File: config.mk
export PLATFORM = sky130hd
export DESIGN_NAME = proc_nios2_qsys_0_oci_dct_packer
export DESIGN_NICKNAME = d
export VERILOG_FILES = /design/src/rtl/proc_nios2_qsys_0_oci_dct_packer.sv
export SDC_FILE = /design/constraint.sdc
export NUM_CORES = 1
export LEC_CHECK = 0
export ABC_AREA = 1
export BUFFER_PORTS_ARGS = -buffer_cell sky130_fd_sc_hd__buf_2
export CAP_MARGIN = 40
export CORE_AREA = 2 2 75 131
export CTS_CLUSTER_DIAMETER = 40
export DETAILED_ROUTE_END_ITERATION = 16
export DIE_AREA = 0 0 77 133
export PLACE_DENSITY = 0.64
export SYNTH_ARGS = -nofsm -noshare
export SYNTH_HDL_FRONTEND = slang
export SYNTH_SLANG_ARGS = --single-unit
File: constraint.sdc
create_clock -name clk -period 4.7 [get_ports clk]
set_input_delay 0.235 -clock clk [delete_from_list [all_inputs] [get_ports clk]]
set_output_delay 0.235 -clock clk [all_outputs]
set_load 0.1 [all_outputs]
File: src/rtl/proc_nios2_qsys_0_oci_dct_packer.sv
// proc_nios2_qsys_0_oci_dct_packer
//
// Packs 2-bit conditional-branch outcome codes from the OCI instruction-trace
// path into a 30-bit, 15-slot direct-conditional-trace buffer. A full buffer,
// or a non-empty buffer on flush/trace-disable, is handed to a single-entry
// valid/ready holding register that feeds the trace FIFO.
//
// Ports:
//   clk         system clock, rising edge
//   reset_n     asynchronous active-low reset
//   trc_on      trace enable from OCI control
//   br_valid    conditional branch retired this cycle
//   br_code     outcome code (01 not taken, 10 taken, 11 taken+exception, 00 ignored)
//   flush       emit the partial buffer
//   pkt_ready   downstream accepts the packet
//   ovf_clr     clears the sticky overflow flag
//   dct_buffer  live accumulating buffer, newest code at [1:0]
//   dct_count   live code count, 0..14
//   pkt_valid   holding register full
//   pkt_data    {count[3:0], buffer[29:0]}
//   overflow    sticky, a packet was dropped
module proc_nios2_qsys_0_oci_dct_packer #(
  parameter int ENTRIES = 15,
  parameter int CODE_W  = 2
) (
  input  logic        clk,
  input  logic        reset_n,
  input  logic        trc_on,
  input  logic        br_valid,
  input  logic [1:0]  br_code,
  input  logic        flush,
  input  logic        pkt_ready,
  input  logic        ovf_clr,
  output logic [29:0] dct_buffer,
  output logic [3:0]  dct_count,
  output logic        pkt_valid,
  output logic [33:0] pkt_data,
  output logic        overflow
);

  localparam logic [0:0] ST_OFF = 1'b0;
  localparam logic [0:0] ST_RUN = 1'b1;
  localparam logic [3:0] LAST_COUNT = 4'(ENTRIES);

  logic [0:0]  state_q, state_d;
  logic [29:0] buf_q, buf_d;
  logic [3:0]  cnt_q, cnt_d;
  logic        valid_q, valid_d;
  logic [33:0] data_q, data_d;
  logic        ovf_q, ovf_d;

  logic        active;
  logic        implicitFlush;
  logic        doInsert;
  logic        doFlush;
  logic        emit;
  logic [29:0] nb;
  logic [3:0]  nc;

  // The first cycle with trc_on high already accepts codes, so the block is
  // active either when already in RUN or when trace is being turned on now.
  // Dropping trc_on while in RUN still accepts a code in that same cycle and
  // then flushes whatever is buffered.
  always_comb begin
    active        = (state_q == ST_RUN) || trc_on;
    implicitFlush = (state_q == ST_RUN) && !trc_on;
    doInsert      = active && br_valid && (br_code != 2'b00);
    doFlush       = active && (flush || implicitFlush);
    nb            = doInsert ? {buf_q[29-CODE_W:0], br_code} : buf_q;
    nc            = doInsert ? cnt_q + 4'd1 : cnt_q;
    emit          = (doInsert && (nc == LAST_COUNT)) || (doFlush && (nc != 4'd0));
  end

  // Next-state for FSM, live buffer, holding register and overflow flag.
  // The holding register reloads when empty or when its current packet is
  // leaving this cycle; otherwise an emitted packet is dropped and flagged.
  always_comb begin
    state_d = trc_on ? ST_RUN : ST_OFF;
    buf_d   = nb;
    cnt_d   = nc;
    valid_d = valid_q;
    data_d  = data_q;
    ovf_d   = ovf_q;
    if (emit) begin
      buf_d = '0;
      cnt_d = '0;
    end
    if (emit && (!valid_q || pkt_ready)) begin
      valid_d = 1'b1;
      data_d  = {nc, nb};
    end else if (pkt_ready) begin
      valid_d = 1'b0;
    end
    if (emit && valid_q && !pkt_ready) begin
      ovf_d = 1'b1;
    end else if (ovf_clr) begin
      ovf_d = 1'b0;
    end
  end

  // All state, and therefore every output, is registered.
  always_ff @(posedge clk or negedge reset_n) begin
    if (!reset_n) begin
      state_q <= ST_OFF;
      buf_q   <= '0;
      cnt_q   <= '0;
      valid_q <= 1'b0;
      data_q  <= '0;
      ovf_q   <= 1'b0;
    end else begin
      state_q <= state_d;
      buf_q   <= buf_d;
      cnt_q   <= cnt_d;
      valid_q <= valid_d;
      data_q  <= data_d;
      ovf_q   <= ovf_d;
    end
  end

  assign dct_buffer = buf_q;
  assign dct_count  = cnt_q;
  assign pkt_valid  = valid_q;
  assign pkt_data   = data_q;
  assign overflow   = ovf_q;

endmodule

# Yosys cells after proc, flatten, opt, wreduce, memory -nomap -nowiden
# Cells that the tools add are included.
[word_totals] ff_bits=71 in_bits=9 output_inout_bits=70 elab_cells=37
[op_classes] n_addsub=1 eq_ne=1 muxes=9 reduce_logical=20
[op_table] op="$mux 30" count=2
[op_table] op="$logic_and 1x1->1" count=9
[op_table] op="$mux 4" count=2
[op_table] op="$reduce_bool 2->1" count=3
[op_table] op="$mux 1" count=5
[op_table] op="$add 4x1->4 const B" count=1
[op_table] op="$eq 4x4->1 const B" count=1
[op_table] op="$logic_or 1x1->1" count=4
[op_table] op="$reduce_bool 4->1" count=1
[op_table] op="$logic_not 1->1" count=3

# Longest topological paths before layout
# Gate-level depths: netlist (run 1).
[logic_depth] depth_word=10 depth_mapped=14 mapped_depth_nobuf=13

# Worst setup path before layout (run 1)
# OpenSTA, ideal clock, no wires.
[synth_path] path_type="reg-to-reg" start="register cnt_q[0], in the netlist dct_count[0]" end="register data_q[24], in the netlist pkt_data[24]" setup_ns=0.067 arrival_time_ns=2.236 t_required_ns=4.633 slack_ns=2.397 path_stages_with_launch=15 n_path_buf=1 period_less_slack_ns=2.303 path_cell_list="dfrtp_1 ha_1 inv_1 nand2_1 nand2_1 nand3_1 nand2_1 nor2_1 nand2_1 nand2_2 nand2_4 nand2_4 buf_4 nand2_1 nand2_1"
[synth_between] elab_chain_len=6 word_cells_on_any_way=8 classes_between="add/sub: 1; eq/ne: 1; mux: 1; reduce/logical: 5"
[synth_rtl] element="from (decl)" line="47" source="logic [3:0] cnt_q, cnt_d;"
[synth_rtl] element="from (signal assigned)" line="113" source="cnt_q <= cnt_d;"
[synth_rtl] element="$add 4x1->4" line="70" source="nc = doInsert ? cnt_q + 4'd1 : cnt_q;"
[synth_rtl] element="$mux 4 (*)" line="70"
[synth_rtl] element="$eq 4x4->1 / $reduce_bool 4->1 (equally long branches)" line="71" source="emit = (doInsert && (nc == LAST_COUNT)) || (doFlush && (nc != 4'd0));"
[synth_rtl] element="$logic_and 1x1->1" line="71"
[synth_rtl] element="$logic_or 1x1->1 (*)" line="71"
[synth_rtl] element="$logic_and 1x1->1 (*)" line="88" source="if (emit && (!valid_q || pkt_ready)) begin"
[synth_rtl] element="to (signal assigned)" line="115" source="data_q <= data_d;"
[synth_rtl] element="to (decl)" line="49" source="logic [33:0] data_q, data_d;"
# Mark *: on every way between the ends. The rest lies on a longest branch, timed or not.
# A chain may end at the register's enable or synchronous reset.

# Final worst setup path (run 1)
[layout_path] start="register state_q" end="register data_q[31], in the netlist pkt_data[31]"
[layout_between] elab_chain_len=8 word_cells_on_any_way=13 classes_between="eq/ne: 1; mux: 1; reduce/logical: 11"
[layout_rtl] element="from (decl)" line="45" source="logic [0:0] state_q, state_d;"
[layout_rtl] element="from (signal assigned)" line="111" source="state_q <= state_d;"
[layout_rtl] element="$logic_or 1x1->1" line="65" source="active = (state_q == ST_RUN) || trc_on;"
[layout_rtl] element="$logic_and 1x1->1 (2 in series)" line="67" source="doInsert = active && br_valid && (br_code != 2'b00);"
[layout_rtl] element="$mux 4" line="70"
[layout_rtl] element="$eq 4x4->1 / $reduce_bool 4->1 (equally long branches)" line="71"
[layout_rtl] element="$logic_and 1x1->1" line="71"
[layout_rtl] element="$logic_or 1x1->1" line="71"
[layout_rtl] element="$logic_and 1x1->1" line="88"
# Several ways; a longest one is shown, not always the timed one.

==> results.cfg, run 1 <==
[outcome]
status = completed

[worst_setup_path]
timing.rr.end = pkt_data[31]$_DFFE_PN0P_
cp-end-kind = flop
max_stage_delay_ns = 0.66
crit_arrival_ns = 3.17
cp-start-kind = flop
r2r_slack_ns = 1.75
path_buf_inv = 0
cp.depth = 9
reg2reg_from = state_q$_DFF_PN0_
crit_slowest_cell = nor2_2
crit_family = simple AND/OR/NAND/NOR gates
path_class = flop to flop
crit_path_cell_trace = o21ai_1 > nor2_2 > nand2_1 > nand2_1 > nand4_1 > nand2_4 > nand2_4 > nand2_1 > nand2_1
crit_end = pkt_data[31]$_DFFE_PN0P_
worstPathRequired_ns = 4.92
setup.worst_path.start = state_q$_DFF_PN0_
cpMostUsedCell = nand2_1
critical_path.max_fanout = 70
r2r_cells = 9

[final_layout]
finalNetCount = 449
drive_gt1_share_pct = 30.4
post-route-util_pct = 42.5
antennaDiodeCount = 0
final_cell_area_um2 = 3950
layout_commonest_cell = nand2_1
final_cell_mix = nand2_1 (87), buf_2 (77), dfrtp_1 (71)
syn2layout_area_growth_pct = 24.7

[timing]
tightest_slew_ns = 0.857
min_period_over_period_pct = 62.8
slew_headroom_pct = 42.8
tns_ns = 0
finalHoldViolCount = 0
fmax_mhz = 339
setup_viol = 0
final_max_slew_viol_count = 0
period_minus_slack_ns = 2.95
clock_skew_ns = 0.00432
rsz0062_at_grt = false
fin_ws_ns = 1.75

[synthesis]
synth_async_sr_flop_share_pct = 100
synth_ff_type = dfrtp_1
ys_warn_count = 0
seq_area_frac_synth_pct = 56.1
synth-xor-area-share_pct = 0
synthAdderAreaFrac_pct = 0.395
synth_top_family_by_area = simple AND/OR/NAND/NOR gates
syn-mean-instance-area_um2 = 8.63
syn_inst = 367
synth_compound_area_share_pct = 6.01
syn_nets = 377
synthDistinctLibCells = 23
synthMuxAreaShare_pct = 0
syn_area_um2 = 3170
synth_simple_gate_area_share_pct = 28.8
synth_edf_count = 0
synth-seq-cells = 71

[clock_network]
cts_max_path_buffers = 2
cts_setup_buffers = 0
cts_tree = yes
cts_inserted_buffers = 9
cts.sinks = 71
clk_pin_slew_ns = 0.05
htree_levels = 3
root_buffer = clkbuf_16
cts_resized = 0
insertion_delay_ns = 0.33
cts_hold_buf = 1

[global_routing]
grt_use_total_pct = 15.6
grt_overflow_total = 0
grt_pass1_vias = 2672
antenna_found_initial = 0
grt_max_degree = 71
grt_pass1_wl_mm = 12.5

[floorplan]
initial_core_util_pct = 34.1
dieArea_um2 = 10200
pin_count = 79
fp.coreArea_um2 = 9290
fp.dieW_um = 77
rows = 47
die_h_um = 133

[place]
finalWeightedCongestion = 0.846
dp_slack_ns = 1.71
port_buffers = 78
place_hpwl_mm = 5.11
dpl_cell_area_um2 = 3630

[route]
dr.pass1.iters = 4
detail-route-antenna-nets = 0
routed_wl_mm = 7.48
drtIter0Drc = 191
vias = 2611
viasPerCell = 4.61
wire_per_inst_um = 13.2
drc = 0

[worst_hold_path]
hp-class = primary input to flop

[run]
maxCapViolations = 0
[how the worst min path moves through the flow]
stage                 start                       end  slack [ns]  cells after the start
finish               trc_on         state_q$_DFF_PN0_        0.07                      1
global route         trc_on         state_q$_DFF_PN0_        0.07                      1
CTS                  trc_on         state_q$_DFF_PN0_        0.05                      1
detailed placement  reset_n  pkt_data[16]$_DFFE_PN0P_        0.11                      1
global placement     trc_on         state_q$_DFF_PN0_        0.39                      1
floorplan           reset_n   dct_buffer[0]$_DFF_PN0_       -0.06                      0
[through the flow]
stage	cells	hold slack, ns
finish	566	0.0653
global route	566	0.0671
CTS	566	0.0547
detailed placement	549	0.109
global placement	548	0.393
floorplan	367	-0.0606
[registers in the layout, indices dropped and copies added, names as in the netlist]
name        flops
pkt_data       34
dct_buffer     30
dct_count       4
overflow        1
pkt_valid       1
state_q         1
[synthesized netlist by cell type, types with 3 or more instances]
library cell | n | share of area [%]
a21oi_1 | 5 | 0.79
buf_2 | 6 | 0.95
buf_6 | 4 | 1.4
clkbuf_1 | 8 | 0.95
dfrtp_1 | 71 | 56
inv_1 | 42 | 5.0
nand2_1 | 87 | 10
nand3_1 | 38 | 6.0
nor2_1 | 25 | 3.0
nor2_2 | 11 | 2.2
o21ai_0 | 26 | 4.1
o21ai_1 | 4 | 0.63
or2_1 | 3 | 0.59
or2_2 | 23 | 4.5
[cell type report]
class / instances / area (um^2)
inverters: 43 / 161
flip-flops and latches: 71 / 1780
repair buffers: 80 / 430
multi-input cells: 234 / 1120
fillers: 1007 / 5340
clock inverters: 3 / 40.0
well taps: 122 / 153
clock buffers: 13 / 270
[cell families after synthesis]
kind of cell,after synthesis
fa+ha+maj,1
flops,71
compound gates,37
simple gates,196
buf+inv,62
[metal layers]
layer	global-route usage, %	routed length (um)	vias to the layer above
met4	9.52	222	0
met2	26.9	3900	65
li1	-	-	1285
met1	17.2	3030	1241
met5	0	0	-
met3	3.68	322	20
Power of run 1 is not shown: default switching activity piles up to over one toggle a cycle in this logic, so the estimate is an artifact.
==> inputs of run 2 (changes only) <==
--- a/config.mk
+++ b/config.mk
@@ -5,14 +5,14 @@
 export SDC_FILE = /design/constraint.sdc
 export NUM_CORES = 1
 export LEC_CHECK = 0
-export ABC_AREA = 1
+export ABC_AREA = 0
 export BUFFER_PORTS_ARGS = -buffer_cell sky130_fd_sc_hd__buf_2
 export CAP_MARGIN = 40
-export CORE_AREA = 2 2 75 131
+export CORE_AREA = 2 2 73 128
 export CTS_CLUSTER_DIAMETER = 40
 export DETAILED_ROUTE_END_ITERATION = 16
-export DIE_AREA = 0 0 77 133
-export PLACE_DENSITY = 0.64
+export DIE_AREA = 0 0 75 130
+export PLACE_DENSITY = 0.66
 export SYNTH_ARGS = -nofsm -noshare
 export SYNTH_HDL_FRONTEND = slang
 export SYNTH_SLANG_ARGS = --single-unit
==> constraint.sdc (replaced) <==
create_clock -name clk -period 2.62 [get_ports clk]
set_input_delay 0.131 -clock clk [delete_from_list [all_inputs] [get_ports clk]]
set_output_delay 0.131 -clock clk [all_outputs]
set_load 0.1 [all_outputs]
==> run 2 against run 1 <==
  * Via count decreased by 8.6%
  * Final cell count decreased by 17%
  * Worst setup slack got worse by 1.5 ns
  * Clock-buffer cell count decreased by 1
  * Cell area decreased by 3.1%
  * Critical path depth decreased by 1
  * Register-to-register slack got worse by 1.4 ns
  * Synthesized cell count decreased by 28%
  * Hold slack improved by 0.021 ns
  * Global-route usage increased by 1.5 points
==> results.cfg, run 2 <==
[outcome]
status = completed

[floorplan]
dieArea_um2 = 9750
fp.coreArea_um2 = 8810
die_h_um = 130
fp.dieW_um = 75
initial_core_util_pct = 34.0
pin_count = 79
rows = 46

[worst_setup_path]
r2r_slack_ns = 0.31
reg2reg_from = dct_count[1]$_DFF_PN0_
cp-end-kind = flop
crit_end = pkt_data[8]$_DFFE_PN0P_
path_class = primary input to flop
crit_slowest_cell = o311ai_4
cp-start-kind = primary input
cpMostUsedCell = a21oi_1
r2r_cells = 6
worstPathRequired_ns = 2.87
crit_path_cell_trace = dlygate4sd3_1 > buf_2 > o221ai_2 > nor3_1 > o311ai_4 > buf_4 > a21oi_1 > a21oi_1
critical_path.max_fanout = 22
setup.worst_path.start = trc_on
timing.rr.end = pkt_data[8]$_DFFE_PN0P_
max_stage_delay_ns = 0.59
crit_arrival_ns = 2.64

[clock_network]
cts_inserted_buffers = 9
cts_max_path_buffers = 2
clk_pin_slew_ns = 0.06
insertion_delay_ns = 0.33
cts_setup_buffers = 0
cts_tree = yes
cts.sinks = 71
root_buffer = clkbuf_16
htree_levels = 3

[synthesis]
ys_warn_count = 0
synthDistinctLibCells = 35
synth_common_cells = dfrtp_1 (71), a21oi_1 (64), nor2_1 (34)
synth_ff_type = dfrtp_1
syn_area_um2 = 3000
synth_edf_count = 0
yosys-top-cells-area = dfrtp_1 (59%), a21oi_1 (11%), mux2i_1 (10%), nor2_1 (4.3%), buf_4 (2.0%)
synth.top_cell.area_share_pct = 59.3
synth_async_sr_flop_share_pct = 100
synth_top_area_cell = dfrtp_1
seq_area_frac_synth_pct = 59.3
synth-seq-cells = 71
yosysMostFrequentCell = dfrtp_1
syn_inst = 264
syn_nets = 274
syn-mean-instance-area_um2 = 11.4

[route]
dr.pass1.iters = 4
drc = 0
detail-route-antenna-nets = 0
viasPerCell = 5.07
vias = 2386
drtIter0Drc = 199
routed_wl_mm = 7.70
wire_per_inst_um = 16.3

[final_layout]
largest_reg_flops = 34
layout_commonest_cell = buf_2
syn2layout_area_growth_pct = 27.7
finalNetCount = 357
drive_gt1_share_pct = 31.9
antennaDiodeCount = 0
fillers = 847
final_cell_mix = buf_2 (78), dfrtp_1 (71), a21oi_1 (64)

[place]
place_hpwl_mm = 5.24
port_buffers = 78
finalWeightedCongestion = 0.805

[timing]
finalHoldViolCount = 0
min_period_over_period_pct = 91.3
fmax_mhz = 418
final_max_slew_viol_count = 0
slew_headroom_pct = 58.9
period_minus_slack_ns = 2.39
clock_skew_ns = 0.00528
setup_viol = 0
rsz0062_at_grt = false
tightest_slew_ns = 0.612
tns_ns = 0

[run]
maxCapViolations = 0

[global_routing]
grt_pass1_wl_mm = 12.4
antenna_found_initial = 0
grt_max_degree = 72
grt_use_total_pct = 17.1
grt_overflow_total = 0
grt_pass1_vias = 2379

[worst_hold_path]
hp-class = primary input to flop
==> run 2: cell types whose count changed in the layout (fill, tap and decap cells not counted), sizes merged, moves of 10 or more <==
cell,previous run,this run
nand2,91,7
a21oi,5,65
inv,43,3
nand3,38,0
mux2i,0,30
or2,28,0
o21ai,30,4
buf,79,89
==> run 2: final cells by class <==
cell class | instances | area [um^2] | share of cell area, %
Sequential cell | 71 | 1780 | 46.4
Multi-Input combinational cell | 171 | 1110 | 29.0
Timing Repair Buffer | 91 | 505 | 13.2
Clock buffer | 12 | 256 | 6.70
Tap cell | 120 | 150 | 3.92
Clock inverter | 3 | 18.8 | 0.490
Inverter | 3 | 11.3 | 0.294
==> run 2: timing repair <==
action                                  in CTS  in global routing
endpoints found under the setup margin       0                  0
gates resized for setup                      0                  0
hold buffers                                 2                  0
hold endpoints to repair                    72                  0
==> run 2: logic make-up (layout without fill, tap and decap cells) <==
group | Yosys count | after routing | synth area share (%)
multiplexers | 32 | 32 | 10.8
adder cells (fa/ha/maj) | 1 | 1 | 0.417
flip-flops | 71 | 71 | 59.3
AND/OR/NAND/NOR | 54 | 54 | 7.89
XOR/XNOR | 3 | 3 | 0.877
AO/OA/AOI/OAI | 81 | 81 | 16.5
buffers and inverters | 22 | 109 | 4.30
==> run 2: worst min path at each step <==
| stage | start | endpoint | slack (ns) | depth (start not counted) |
|---|---|---|---|---|
| detailed placement | reset_n | pkt_data[4]$_DFFE_PN0P_ | 0.20 | 2 |
| global placement | reset_n | dct_buffer[6]$_DFF_PN0_ | 0.18 | 2 |
| floorplan | reset_n | dct_buffer[0]$_DFF_PN0_ | -0.16 | 0 |
| CTS | ovf_clr | overflow$_DFFE_PN0P_ | 0.07 | 3 |
| finish | ovf_clr | overflow$_DFFE_PN0P_ | 0.09 | 3 |
| global route | ovf_clr | overflow$_DFFE_PN0P_ | 0.09 | 3 |
==> run 2: critical path: cells and delay by family <==
| kind | cells | cell delay [ns] |
|---|---|---|
| AO/OA/AOI/OAI | 4 | 1.25 |
| buffers and inverters | 3 | 1.08 |
| AND/OR/NAND/NOR | 1 | 0.17 |
==> run 2: per-stage QoR <==
step | hold WS (ns) | utilization (%) | cells | worst slack, ns | instance area, um^2
floorplan | -0.165 | - | 264 | 0.0871 | 3000
global placement | 0.180 | 40.1 | 454 | 0.407 | 3530
detailed placement | 0.196 | 40.1 | 454 | 0.330 | 3530
CTS | 0.0732 | 43.5 | 471 | 0.230 | 3830
global route | 0.0926 | 43.5 | 471 | 0.0250 | 3830
finish | 0.0863 | 43.5 | 471 | 0.227 | 3830
==> run 2: routing by layer <==
| metal | share of wire (%) | GRT usage [%] |
|---|---|---|
| met5 | 0 | 0 |
| met3 | 4.2 | 3.78 |
| met1 | 41 | 21.3 |
| met2 | 54 | 28.4 |
| met4 | 1.6 | 6.93 |
Power of run 2 is left out for the same reason.
==> inputs of run 3 (changes only) <==
--- a/config.mk
+++ b/config.mk
@@ -12,7 +12,7 @@
 export CTS_CLUSTER_DIAMETER = 40
 export DETAILED_ROUTE_END_ITERATION = 16
 export DIE_AREA = 0 0 75 130
-export PLACE_DENSITY = 0.66
+export PLACE_DENSITY = 0.69
 export SYNTH_ARGS = -nofsm -noshare
 export SYNTH_HDL_FRONTEND = slang
 export SYNTH_SLANG_ARGS = --single-unit
==> run 3 against run 2 <==
  * Clock skew is 0.0021 ns higher
  * Clock-buffer cell count stayed put
  * First-iteration DRC count is 2.5% lower
  * Final cell count is 0.42% higher
  * Sequential share of layout area is 0.41 points lower
  * Register-to-register slack worse by 0.05 ns
  * Worst setup slack worse by 0.036 ns
  * Fmax is 1.5% lower
  * Utilization is 0.38 points higher
  * Die area stayed put
  * Flip-flop and latch count stayed put
  * Global-route usage is 0.19 points higher
  * Critical endpoint is now pkt_data[6]$_DFFE_PN0P_
  * Largest cell class unchanged
  * Highest routed layer unchanged
==> results.cfg, run 3 (same netlist as run 2, synthesis figures left out) <==
[place]
finalWeightedCongestion = 0.826
place_hpwl_mm = 5.68
place_inst = 455
port_buffers = 78

[final_layout]
antennaDiodeCount = 0
drive_gt1_share_pct = 32.0
layout_commonest_cell = buf_2
largest_reg_flops = 34
finalNetCount = 358
syn2layout_area_growth_pct = 28.8
final_cell_mix = buf_2 (78), dfrtp_1 (71), a21oi_1 (64)
fin_cells = 473

[clock_network]
cts_setup_buffers = 0
cts.sinks = 71
clk_pin_slew_ns = 0.06
htree_levels = 3
cts_resized = 0
insertion_delay_ns = 0.33
root_buffer = clkbuf_16
cts_max_path_buffers = 2
cts_tree = yes
cts_inserted_buffers = 9

[worst_setup_path]
cp-start-kind = primary input
cp-end-kind = flop
timing.rr.end = pkt_data[6]$_DFFE_PN0P_
worstPathRequired_ns = 2.87
r2r_slack_ns = 0.26
path_class = primary input to flop
reg2reg_from = state_q$_DFF_PN0_
critical_path.max_fanout = 18
r2r_cells = 6
crit_arrival_ns = 2.68

[timing]
tns_ns = 0
clock_skew_ns = 0.00739
final_max_slew_viol_count = 0
slew_headroom_pct = 43.5
period_minus_slack_ns = 2.43
rsz0062_at_grt = false
min_period_over_period_pct = 92.7
fmax_mhz = 412
setup_viol = 0
tightest_slew_ns = 0.845
finalHoldViolCount = 0

[route]
viasPerCell = 5.00
detail-route-antenna-nets = 0
vias = 2365
drc = 0
routed_wl_mm = 7.88
dr.pass1.iters = 4
wire_per_inst_um = 16.7
drtIter0Drc = 194

[outcome]
status = completed

[floorplan]
rows = 46
die_h_um = 130
fp.dieW_um = 75
initial_core_util_pct = 34.0
dieArea_um2 = 9750
pin_count = 79
fp.coreArea_um2 = 8810

[global_routing]
grt_pass1_vias = 2441
grt_overflow_total = 0
antenna_found_initial = 0
grt_max_degree = 38
grt_use_total_pct = 17.3
grt_pass1_wl_mm = 12.6

[worst_hold_path]
hp-class = primary input to flop
hold-path-endpoint = overflow$_DFFE_PN0P_
hold_path.startpoint = ovf_clr
whs_path_depth = 3

[run]
maxCapViolations = 0
==> run 3: metrics by stage <==
stage	utilization (%)	worst slack [ns]	hold slack, ns	area (um^2)
2_1_floorplan	-	0.0871	-0.165	3000
3_3_place_gp	40.5	0.369	0.269	3570
3_5_place_dp	40.5	0.271	0.285	3570
4_1_cts	43.9	0.179	0.0868	3860
5_1_grt	43.9	0.0160	0.0962	3860
6_report	43.9	0.191	0.0939	3860
==> run 3: worst max path at each step <==
| stage | cells after the start | start | slack, ns | end |
|---|---|---|---|---|
| 3_3_place_gp | 6 | dct_count[1]$_DFF_PN0_ | 0.37 | pkt_data[16]$_DFFE_PN0P_ |
| 5_1_grt | 8 | trc_on | 0.02 | pkt_data[13]$_DFFE_PN0P_ |
| 3_5_place_dp | 6 | state_q$_DFF_PN0_ | 0.27 | pkt_data[0]$_DFFE_PN0P_ |
| 6_report | 8 | trc_on | 0.19 | pkt_data[6]$_DFFE_PN0P_ |
| 4_1_cts | 8 | trc_on | 0.18 | pkt_data[0]$_DFFE_PN0P_ |
| 2_1_floorplan | 6 | dct_count[1]$_DFF_PN0_ | 0.09 | pkt_data[30]$_DFFE_PN0P_ |
==> run 3: final cells by class <==
type | instances | area, um^2
Fill cell | 844 | 4940
Sequential cell | 71 | 1780
Multi-Input combinational cell | 171 | 1110
Timing Repair Buffer | 92 | 538
Clock buffer | 12 | 246
Tap cell | 120 | 150
Clock inverter | 4 | 30.0
Inverter | 3 | 11.3
==> run 3: timing repair <==
item,in CTS,in global routing
hold buffers,2,0
hold endpoints to repair,36,0
endpoints found under the setup margin,0,1
==> run 3: worst max-delay path: stages <==
cell	delay, ns
dlygate4sd3_1	0.53
buf_2	0.16
o221ai_2	0.41
a2111oi_2	0.13
o311ai_4	0.79
buf_4	0.30
a21oi_1	0.08
a21oi_1	0.14
==> run 3: routing by layer <==
metal | routed length, um | vias to the layer above | track usage [%]
li1 | - | 1093 | -
met1 | 3060 | 1197 | 20.8
met2 | 4320 | 61 | 29.6
met3 | 299 | 14 | 3.24
met4 | 204 | 0 | 7.46
met5 | 0 | - | 0
Power of run 3 is left out for the same reason.
